## src/rtl/mod_exp_pkg.sv

```systemverilog
// Shared widths, FSM state encoding and the single interleaved
// modular-multiply step used by the multiplier datapath.
package mod_exp_pkg;

   localparam int BASE_W  = 8;
   localparam int EXP_W   = 8;
   localparam int MOD_W   = 16;
   localparam int OUT_W   = 8;
   localparam int RES_W   = MOD_W + 1;
   localparam int MUL_CYC = 16;

   typedef enum logic [2:0] {
      IDLE   = 3'd0,
      LOAD   = 3'd1,
      REDUCE = 3'd2,
      SQUARE = 3'd3,
      MULT   = 3'd4,
      WRITE  = 3'd5,
      DONE   = 3'd6
   } state_t;

   // One MSB-first step: r = 2r mod m, then r = (r + a) mod m when the
   // multiplier bit is set. Holding r < m and a < m keeps every
   // intermediate below 2m, which always fits in RES_W bits.
   function automatic logic [RES_W-1:0] mod_step(
      input logic [RES_W-1:0] r,
      input logic [MOD_W-1:0] a,
      input logic [MOD_W-1:0] m,
      input logic             bit_set
   );
      logic [RES_W-1:0] t;
      logic [RES_W-1:0] mm;
      mm = {1'b0, m};
      t  = {r[RES_W-2:0], 1'b0};
      if (t >= mm) t = t - mm;
      if (bit_set) begin
         t = t + {1'b0, a};
         if (t >= mm) t = t - mm;
      end
      return t;
   endfunction

endpackage

```

## src/rtl/mod_exp_unit_if.sv

```systemverilog
// Operand/result bundle of the modular-exponentiation engine, plus
// debug visibility of the sequencer state and the multiplier activity.
interface mod_exp_unit_if;
   import mod_exp_pkg::*;

   // No handshake: the engine samples base/exp/modulus whenever it is in
   // DONE and recomputes on any change; result is valid whenever state is
   // DONE and otherwise holds the previous value.
   logic [BASE_W-1:0] base;
   logic [EXP_W-1:0]  exp;
   logic [MOD_W-1:0]  modulus;
   logic [OUT_W-1:0]  result;
   state_t            state;
   logic              mul_busy;

   modport master (
      output base, exp, modulus,
      input  result, state, mul_busy
   );

   modport slave (
      input  base, exp, modulus,
      output result, state, mul_busy
   );

endinterface

```

## src/rtl/mod_exp_unit_mod_mul.sv

```systemverilog
// Sequential (a*b) mod m: one interleaved step per cycle over the 16
// multiplier bits, MSB first. The start edge performs the first step.
module mod_mul
   import mod_exp_pkg::*;
(
   input  logic             clk,
   input  logic             rst,
   input  logic             start,
   input  logic [MOD_W-1:0] a,
   input  logic [MOD_W-1:0] b,
   input  logic [MOD_W-1:0] m,
   output logic             busy,
   output logic             done,
   output logic [MOD_W-1:0] r
);

   logic [MOD_W-1:0] r_a;
   logic [MOD_W-1:0] r_b;
   logic [MOD_W-1:0] r_m;
   logic [RES_W-1:0] r_acc;
   logic [3:0]       r_cnt;
   logic             r_busy;
   logic             r_done;

   logic [MOD_W-1:0] w_a;
   logic [MOD_W-1:0] w_m;
   logic             w_bit;
   logic [RES_W-1:0] w_r_in;
   logic [RES_W-1:0] w_r_next;

   // Operands come straight from the ports on the start edge so the
   // caller can chain operations back-to-back without a gap cycle.
   always_comb begin
      w_a      = start ? a : r_a;
      w_m      = start ? m : r_m;
      w_bit    = start ? b[MOD_W-1] : r_b[4'd15 - r_cnt];
      w_r_in   = start ? '0 : r_acc;
      w_r_next = mod_step(w_r_in, w_a, w_m, w_bit);
   end

   always_ff @(posedge clk or negedge rst) begin
      if (!rst) begin
         r_a    <= '0;
         r_b    <= '0;
         r_m    <= '0;
         r_acc  <= '0;
         r_cnt  <= '0;
         r_busy <= 1'b0;
         r_done <= 1'b0;
      end else begin
         r_done <= 1'b0;
         if (start) begin
            r_a    <= a;
            r_b    <= b;
            r_m    <= m;
            r_acc  <= w_r_next;
            r_cnt  <= 4'd1;
            r_busy <= 1'b1;
         end else if (r_busy) begin
            r_acc <= w_r_next;
            r_cnt <= r_cnt + 4'd1;
            if (r_cnt == 4'd15) begin
               r_busy <= 1'b0;
               r_done <= 1'b1;
            end
         end
      end
   end

   assign busy = r_busy;
   assign done = r_done;
   assign r    = r_acc[MOD_W-1:0];

endmodule

```

## src/rtl/mod_exp_unit.sv

```systemverilog
// Free-running left-to-right square-and-multiply engine computing
// (base ^ exp) mod modulus; recomputes whenever the operands change.
module mod_exp_unit
   import mod_exp_pkg::*;
(
   input  logic           clk,
   input  logic           rst,
   mod_exp_unit_if.slave  bus
);

   state_t            r_state;
   logic [BASE_W-1:0] r_base;
   logic [EXP_W-1:0]  r_exp;
   logic [MOD_W-1:0]  r_mod;
   logic [MOD_W-1:0]  r_acc;
   logic [MOD_W-1:0]  r_bb;
   logic [2:0]        r_idx;
   logic [OUT_W-1:0]  r_result;

   logic              w_start;
   logic [MOD_W-1:0]  w_a;
   logic [MOD_W-1:0]  w_b;
   logic [MOD_W-1:0]  w_m;
   logic [MOD_W-1:0]  w_acc_next;
   logic              w_mul_busy;
   logic              w_mul_done;
   logic [MOD_W-1:0]  w_mul_r;

   // w_acc_next is the accumulator value being committed this cycle; it is
   // forwarded into the next multiply so phases run back-to-back.
   always_comb begin
      w_acc_next = r_acc;
      w_start    = 1'b0;
      w_a        = '0;
      w_b        = '0;
      w_m        = r_mod;
      case (r_state)
         LOAD: begin
            w_start = 1'b1;
            w_a     = MOD_W'(1);
            w_b     = MOD_W'(bus.base);
            w_m     = bus.modulus;
         end
         REDUCE: begin
            w_start = w_mul_done;
            w_a     = r_acc;
            w_b     = r_acc;
         end
         SQUARE: begin
            if (w_mul_done) w_acc_next = w_mul_r;
            w_start = w_mul_done;
            w_a     = w_acc_next;
            w_b     = r_bb;
         end
         MULT: begin
            if (w_mul_done && r_exp[r_idx]) w_acc_next = w_mul_r;
            w_start = w_mul_done && (r_idx != 3'd0);
            w_a     = w_acc_next;
            w_b     = w_acc_next;
         end
         default: ;
      endcase
   end

   mod_mul u_mod_mul (
      .clk   (clk),
      .rst   (rst),
      .start (w_start),
      .a     (w_a),
      .b     (w_b),
      .m     (w_m),
      .busy  (w_mul_busy),
      .done  (w_mul_done),
      .r     (w_mul_r)
   );

   always_ff @(posedge clk or negedge rst) begin
      if (!rst) begin
         r_state  <= IDLE;
         r_base   <= '0;
         r_exp    <= '0;
         r_mod    <= '0;
         r_acc    <= '0;
         r_bb     <= '0;
         r_idx    <= '0;
         r_result <= '0;
      end else begin
         case (r_state)
            IDLE: r_state <= LOAD;
            LOAD: begin
               r_base  <= bus.base;
               r_exp   <= bus.exp;
               r_mod   <= bus.modulus;
               r_acc   <= MOD_W'(1);
               r_bb    <= '0;
               r_idx   <= 3'd7;
               r_state <= REDUCE;
            end
            REDUCE: begin
               if (w_mul_done) begin
                  r_bb    <= w_mul_r;
                  r_state <= SQUARE;
               end
            end
            SQUARE: begin
               if (w_mul_done) begin
                  r_acc   <= w_acc_next;
                  r_state <= MULT;
               end
            end
            MULT: begin
               if (w_mul_done) begin
                  r_acc <= w_acc_next;
                  if (r_idx == 3'd0) begin
                     r_state <= WRITE;
                  end else begin
                     r_idx   <= r_idx - 3'd1;
                     r_state <= SQUARE;
                  end
               end
            end
            WRITE: begin
               // Moduli 0 and 1 have no meaningful residue; report 0.
               r_result <= (r_mod <= MOD_W'(1)) ? '0 : r_acc[OUT_W-1:0];
               r_state  <= DONE;
            end
            DONE: begin
               if (bus.base != r_base || bus.exp != r_exp || bus.modulus != r_mod)
                  r_state <= LOAD;
            end
            default: r_state <= IDLE;
         endcase
      end
   end

   assign bus.result   = r_result;
   assign bus.state    = r_state;
   assign bus.mul_busy = w_mul_busy;

endmodule

```

## src/flat_wrapper.sv

```systemverilog
// flat-port wrapper written by rule: the top's interface ports become plain ports
module mod_exp_unit_flat import mod_exp_pkg::*;
  (clk, rst, bus_base, bus_exp, bus_modulus, bus_result, bus_state, bus_mul_busy);
  mod_exp_unit_if bus_i ();
  input  logic clk;
  input  logic rst;
  input wire logic [$bits(bus_i.base)-1:0] bus_base;
  input wire logic [$bits(bus_i.exp)-1:0] bus_exp;
  input wire logic [$bits(bus_i.modulus)-1:0] bus_modulus;
  output wire logic [$bits(bus_i.result)-1:0] bus_result;
  output wire logic [$bits(bus_i.state)-1:0] bus_state;
  output wire logic [$bits(bus_i.mul_busy)-1:0] bus_mul_busy;
  assign bus_i.base = bus_base;
  assign bus_i.exp = bus_exp;
  assign bus_i.modulus = bus_modulus;
  assign bus_result = bus_i.result;
  assign bus_state = bus_i.state;
  assign bus_mul_busy = bus_i.mul_busy;
  mod_exp_unit u_core (.clk(clk), .rst(rst), .bus(bus_i));
endmodule
```

## config.mk

```make
export PLATFORM = sky130hd
export DESIGN_NAME = mod_exp_unit_flat
export DESIGN_NICKNAME = d
export VERILOG_FILES = /design/src/rtl/mod_exp_pkg.sv /design/src/rtl/mod_exp_unit_if.sv /design/src/rtl/mod_exp_unit_mod_mul.sv /design/src/rtl/mod_exp_unit.sv /design/src/flat_wrapper.sv
export SDC_FILE = /design/constraint.sdc
export NUM_CORES = 1
export LEC_CHECK = 0
export CORE_MARGIN = 4
export CORE_UTILIZATION = 65
export DETAILED_ROUTE_END_ITERATION = 16
export PLACE_DENSITY = 0.85
export SLEW_MARGIN = 20
export SYNTH_ARGS = -nofsm -noshare
export SYNTH_HDL_FRONTEND = slang
export SYNTH_SLANG_ARGS = --single-unit
```

## constraint.sdc

```tcl
create_clock -name clk -period 12 [get_ports clk]
set_input_delay 2.4 -clock clk [delete_from_list [all_inputs] [get_ports clk]]
set_output_delay 2.4 -clock clk [all_outputs]
set_load 0.005 [all_outputs]
```

### Word level (Yosys, flattened, before mapping)

Index checks and enable logic that the tools add are counted.

* bits in registers: 148
* input port bits: 34
* output and inout bits: 12
* logic and storage cells: 101

* $add $sub $neg: 6
* magnitude comparators: 5
* equality and inequality tests: 16
* mux-type cells: 42
* reductions and logical operators: 17

Operators with widths (count)
* $mux 16: 13
* $pmux 16 s4: 2
* $pmux 16 s2: 2
* $ge 17x16->1: 2
* $mux 3: 7
* $pmux 3 s7: 1
* $add 17x16->17: 1
* $mux 17: 1
* $sub 17x16->17: 1
* $le 16x1->1 const B: 1
* $ne 16x16->1: 1
* $ne 8x8->1: 2
* $sub 16x16->16: 1
* $eq 3x3->1 const B: 3
* $mux 1: 9
* $mux 4: 2
* $mux 8: 1
* $ne 2x2->1 const B: 4
* $reduce_bool 2->1: 4
* $eq 3x2->1 const B: 2
* $logic_not 3->1: 2
* $pmux 3 s2: 1
* $lt 4x5->1 const B: 1
* $add 4x1->4 const B: 1
* 16 further kinds: 21

### Logic depth before layout (Yosys ltp)

* depth after elaboration: 12
* depth in mapped cells: 41
* depth with buffers taken out: 35

### Cells and area by module

Synthesis repeated with hierarchy kept, for this count alone.

* cells, all modules: 935
* area total of the unflattened synthesis: 9735.6 um^2

Modules (own cells, without submodules)
* mod_mul: instances 1, cells each 582, area an instance 5559.1 um^2, seq. area each 1751.7 um^2
* mod_exp_unit: instances 1, cells each 353, area an instance 4176.5 um^2, seq. area each 1951.9 um^2

### Worst setup path after synthesis

No wires, ideal clock.

* kind: input to register
* from: input bus_modulus[10]
* to: register u_core.u_mod_mul.r_acc[15]
* library setup time: 0.129 ns
* data arrival time: 8.240 ns
* data required time: 11.871 ns
* path slack: 3.631 ns
* cell stages on the path: 35
* buffers on the path: 4
* path through: nand2_1 nand3_1 o21ai_0 ha_1 clkbuf_1 a21oi_1 o21ai_0 o21ai_0 o211ai_1 a22o_1 buf_2 buf_2 inv_1 nor2_1 ha_1 inv_1 fa_1 nor2b_1 o21ai_0 a21o_1 a21oi_1 a21o_1 a21oi_1 xnor2_1 ha_1 a21oi_1 o21ai_0 a31oi_1 o21ai_0 a211oi_1 nand2_1 mux2i_4 buf_8 mux2i_1 o211ai_2

* word-level cells in the longest chain between the ends: 10
* elaborated cells on any way between the ends: 12
* classes of those cells: add/sub (3); order compare (2); mux (7)

RTL lines
* from (decl): line flat_wrapper.sv:9 `input wire logic [$bits(bus_i.modulus)-1:0] bus_modulus;`
* $mux 16 * (2 in series)
* $sub 17x16->17 or $ge 17x16->1 (tied branches): line mod_exp_pkg.sv:35 `if (t >= mm) t = t - mm;`
* $mux 17: line mod_exp_pkg.sv:35
* $add 17x16->17: line mod_exp_pkg.sv:37 `t = t + {1'b0, a};`
* $sub 16x16->16 or $ge 17x16->1 (tied branches): line mod_exp_pkg.sv:38 `if (t >= mm) t = t - mm;`
* $mux 16: line mod_exp_pkg.sv:38
* $mux 16 *: line mod_exp_pkg.sv:36 `if (bit_set) begin`
* $mux 16: line mod_exp_unit_mod_mul.sv:59 `end else if (r_busy) begin`
* $mux 16 *: line mod_exp_unit_mod_mul.sv:52 `if (start) begin`
* to (signal assigned): line mod_exp_unit_mod_mul.sv:56 `r_acc <= w_r_next;`
* to (signal assigned): line mod_exp_unit_mod_mul.sv:60 `r_acc <= w_r_next;`
* to (decl): line mod_exp_unit_mod_mul.sv:20 `logic [RES_W-1:0] r_acc;`

Every way passes the cells marked *; elsewhere a longest branch is shown, timed or not. The select of a mux whose other input is x is not followed.
A chain may end at the register's enable or synchronous reset.

### Final worst setup path

* from: input bus_modulus[11]
* to: register u_core.u_mod_mul.r_acc[0]

* word-level cells in the longest chain between the ends: 10
* elaborated cells on any way between the ends: 12
* classes of those cells: add/sub (3); order compare (2); mux (7)

RTL lines (line)
* $mux 16 * (2 in series)
* $sub 17x16->17 or $ge 17x16->1 (tied branches): mod_exp_pkg.sv:35
* $mux 17: mod_exp_pkg.sv:35
* $add 17x16->17: mod_exp_pkg.sv:37
* $ge 17x16->1 or $sub 16x16->16 (tied branches): mod_exp_pkg.sv:38
* $mux 16: mod_exp_pkg.sv:38
* $mux 16 *: mod_exp_pkg.sv:36
* $mux 16: mod_exp_unit_mod_mul.sv:59
* $mux 16 *: mod_exp_unit_mod_mul.sv:52

Marks and branches as above.

==> flow_summary.yaml <==
floorplan:
  rows: 45
  die_width_um: 132
  initial_core_util_pct: 65.9
  die_h_um: 132
  fp.dieArea_mm2: 0.0174
  io_pins: 46
  core_mm2: 0.0151
clock_tree:
  clk_pin_slew_worst_paths_ns: 0.06
  cts_tree: "built"
  hold_buffers: 0
  numClockSinks: 148
  post_cts_buffers: 0
  cts.path.max_buffers: 2
  clockRootBuffer: "clkbuf_16"
  cts_resized: 0
  clock_latency_ns: 0.42
  htreeDepth: 4
  cts_buffers: 17
setup_path:
  cp_common_cell: "o21ai_0"
  critPathLaunchType: "input port"
  cp_slowest_cell: "a22o_1"
  worstSetupPathType: "input port to register"
  worst_path_largest_cell_delay_ns: 0.71
  r2r_start: "u_core.bus.state[0]$_DFFE_PN0P_"
  regToRegSetupSlack_ns: 1.93
  cp-end-kind: "register"
  r2r_end: "u_core.u_mod_mul.r_acc[0]$_DFFE_PN0P_"
  r2r_cells: 33
  crit_fanout: 25
  cp-startpoint: "bus_modulus[11]"
  worst_ep_arrival_time_ns: 10.84
  worst_ep_required_time_ns: 12.34
placed_design:
  hpwl_mm: 20.7
  finalWeightedCongestion: 0.980
  dpl_cell_area_mm2: 0.0106
  port-buffer-count: 45
detailed_routing:
  drt_iter0_drc: 1091
  vias: 9058
  first_pass_iters: 6
  wl_per_cell_um: 21.3
  detail-route-antenna-nets: 0
  drc_errors: 0
  wirelength_mm: 28.9
  viasPerCell: 6.69
synthesis:
  synth_cell_types: 77
  syn-instance-count: 1132
  yosysWarnings: 0
  async_reset_ff_share_pct: 100
  seq_area_frac_synth_pct: 37.1
  synth_area_per_cell_um2: 8.82
  synth_edf_count: 0
  synth_flop_cell: "dfrtp_1"
  synth_seq_cells: 148
  syn_nets: 1220
  netlist_area_mm2: 0.00998
final_layout:
  fill_cells: 1091
  drive_above_1_share_pct: 6.35
  diodes: 0
  nNetsFinal: 1240
  final_cell_area_mm2: 0.0111
  area_growth_syn_to_layout_pct: 11.5
grt:
  grt_pass1_wl_mm: 46.8
  grt_overflow: 0
  grt_pass1_vias: 8521
  grt.total_usage_pct: 33.5
  grt_max_degree: 83
  antenna_found_initial: 0
sta:
  max_slew_margin_pct: 30.7
  slew_violations: 0
  min_period_ns: 10.50
  finClkSkew_ns: 0.00842
  final.setup.tns_ns: 0
  timing.fmax_mhz: 95.2
  final_hold_viol_count: 0
  holdWs_ns: 0.503
  setup_violations: 0
  worstMarginPinSlew_ns: 1.04
  rsz0062_at_grt: "no"
  post-route-period-util_pct: 87.5
power_and_ir_drop:
  sw_frac_of_total_pct: 47.4
  ir_worst_vdd_uv: 488
  p_clk_share_pct: 14.2
  combPwrFrac_pct: 65.6
  seqPwrFrac_pct: 20.2
  power_switching_uw: 1770
  power_leakage_uw: 0.00504
  p_per_area_mw_per_mm2: 335
  p_int_uw: 1960
worst_hold_path:
  worstHoldStart: "u_core.u_mod_mul.r_b[15]$_DFFE_PN0N_"
  hold_depth: 1
  worstHoldPathType: "register to register"
  hold_end: "u_core.u_mod_mul.r_b[15]$_DFFE_PN0N_"
run_status:
  status: "finished clean"
flow_run:
  cap_violations: 0
stage by stage:
stage | setup WS, ns | instances | utilization (%) | power (µW)
3_3_place_gp | 1.33 | 1321 | 69.7 | 3100
5_1_grt | 0.721 | 1353 | 73.5 | 4000
3_5_place_dp | 1.27 | 1321 | 69.7 | 3120
4_1_cts | 1.66 | 1353 | 73.5 | 3670
6_report | 1.50 | 1353 | 73.5 | 3730
2_1_floorplan | 3.63 | 1132 | - | 2590
worst max-delay path by stage:
stage / depth (start not counted) / slack [ns] / endpoint
floorplan: 35 / 3.63 / u_core.u_mod_mul.r_acc[15]$_DFFE_PN0P_
global placement: 32 / 1.33 / u_core.u_mod_mul.r_acc[0]$_DFFE_PN0P_
detailed placement: 32 / 1.27 / u_core.u_mod_mul.r_acc[0]$_DFFE_PN0P_
CTS: 32 / 1.66 / u_core.u_mod_mul.r_acc[0]$_DFFE_PN0P_
global route: 32 / 0.72 / u_core.u_mod_mul.r_acc[0]$_DFFE_PN0P_
finish: 32 / 1.50 / u_core.u_mod_mul.r_acc[0]$_DFFE_PN0P_
power groups by stage:
stage | Clock, µW | Sequential, µW | Combinational (µW)
floorplan | 0 | 705 | 1890
global placement | 0 | 745 | 2360
detailed placement | 0 | 752 | 2370
CTS | 530 | 745 | 2400
global route | 555 | 763 | 2680
finish | 530 | 752 | 2450
synth_stat cells (12+ instances only):
cell type,count,area [µm²]
nor3_1,17,85.1
clkbuf_1,43,161
nand2_1,177,664
and2_1,16,100
a21oi_1,64,320
nand3_1,29,145
dfrtp_1,148,3700
a22o_1,32,280
xor2_1,21,184
mux2i_1,34,340
o21ai_0,70,350
o22a_1,12,105
ha_1,51,638
xnor2_1,53,464
a221o_1,12,120
nand4_1,14,87.6
a21o_1,21,158
inv_1,45,169
nor2_1,101,379
cells by family (layout without fill, tap and decap cells):
| logic type | after synthesis | count (layout) | synth area share, % |
|---|---|---|---|
| and+or+nand+nor | 401 | 401 | 18.0 |
| xor gates and xnor gates | 74 | 74 | 6.49 |
| adders and majority gates | 54 | 54 | 6.99 |
| buffers and inverters | 101 | 134 | 4.07 |
| muxes | 49 | 49 | 6.00 |
| AOI/OAI and AO/OA | 305 | 305 | 21.3 |
| DFF | 148 | 148 | 37.1 |
cells in the final DEF (no fill, tap or decap), drive strengths merged, types with 9 or more instances in the layout:
cell           count
nor2             101
and2              17
mux2i             35
clkbuf            23
nor3              17
nand4             14
a221oi            10
nor2b              9
a22o              32
o22a              12
xnor2             53
a21oi             65
nand2            177
inv               47
clkdlybuf4s50     44
xor2              21
ha                51
o21ai             73
buf               13
nand3             29
o22ai             10
dfrtp            148
a21o              21
a211oi            11
a221o             12
registers in the layout, indices dropped and copies added, names as in the netlist:
signal,flops
u_core.u_mod_mul.r_b,16
u_core.r_idx,3
u_core.r_bb,16
u_core.u_mod_mul.busy,1
u_core.u_mod_mul.r_cnt,4
u_core.r_exp,8
u_core.r_mod,16
u_core.u_mod_mul.r_a,16
u_core.u_mod_mul.r_m,16
u_core.r_base,8
u_core.u_mod_mul.r_acc,16
u_core.bus.state,3
u_core.u_mod_mul.done,1
u_core.bus.result,8
u_core.r_acc,16
critical path, delay by kind of cell:
family          cells  cell delay, ns
simple gates        6            0.75
mux                 2            1.10
buf+inv             3            0.84
fa+ha+maj           4            1.50
compound gates     16            3.89
xor+xnor            1            0.32
final cells by class:
cell class / instances / area (µm²) / share of cell area [%]
timing repair buffer: 57 / 546 / 4.90
clock inverter: 9 / 120 / 1.08
clock buffer: 23 / 458 / 4.11
sequential: 148 / 3700 / 33.3
inverter: 45 / 169 / 1.52
tap: 188 / 235 / 2.11
multi-input combinational: 883 / 5900 / 53.0
layer usage:
metal,global-route usage [%],wire [µm]
met3,6.22,2450
met2,52.7,13400
met5,0,0
met4,12.2,1050
met1,46.5,11900
Note: power is estimated with default switching activity, not from simulation.
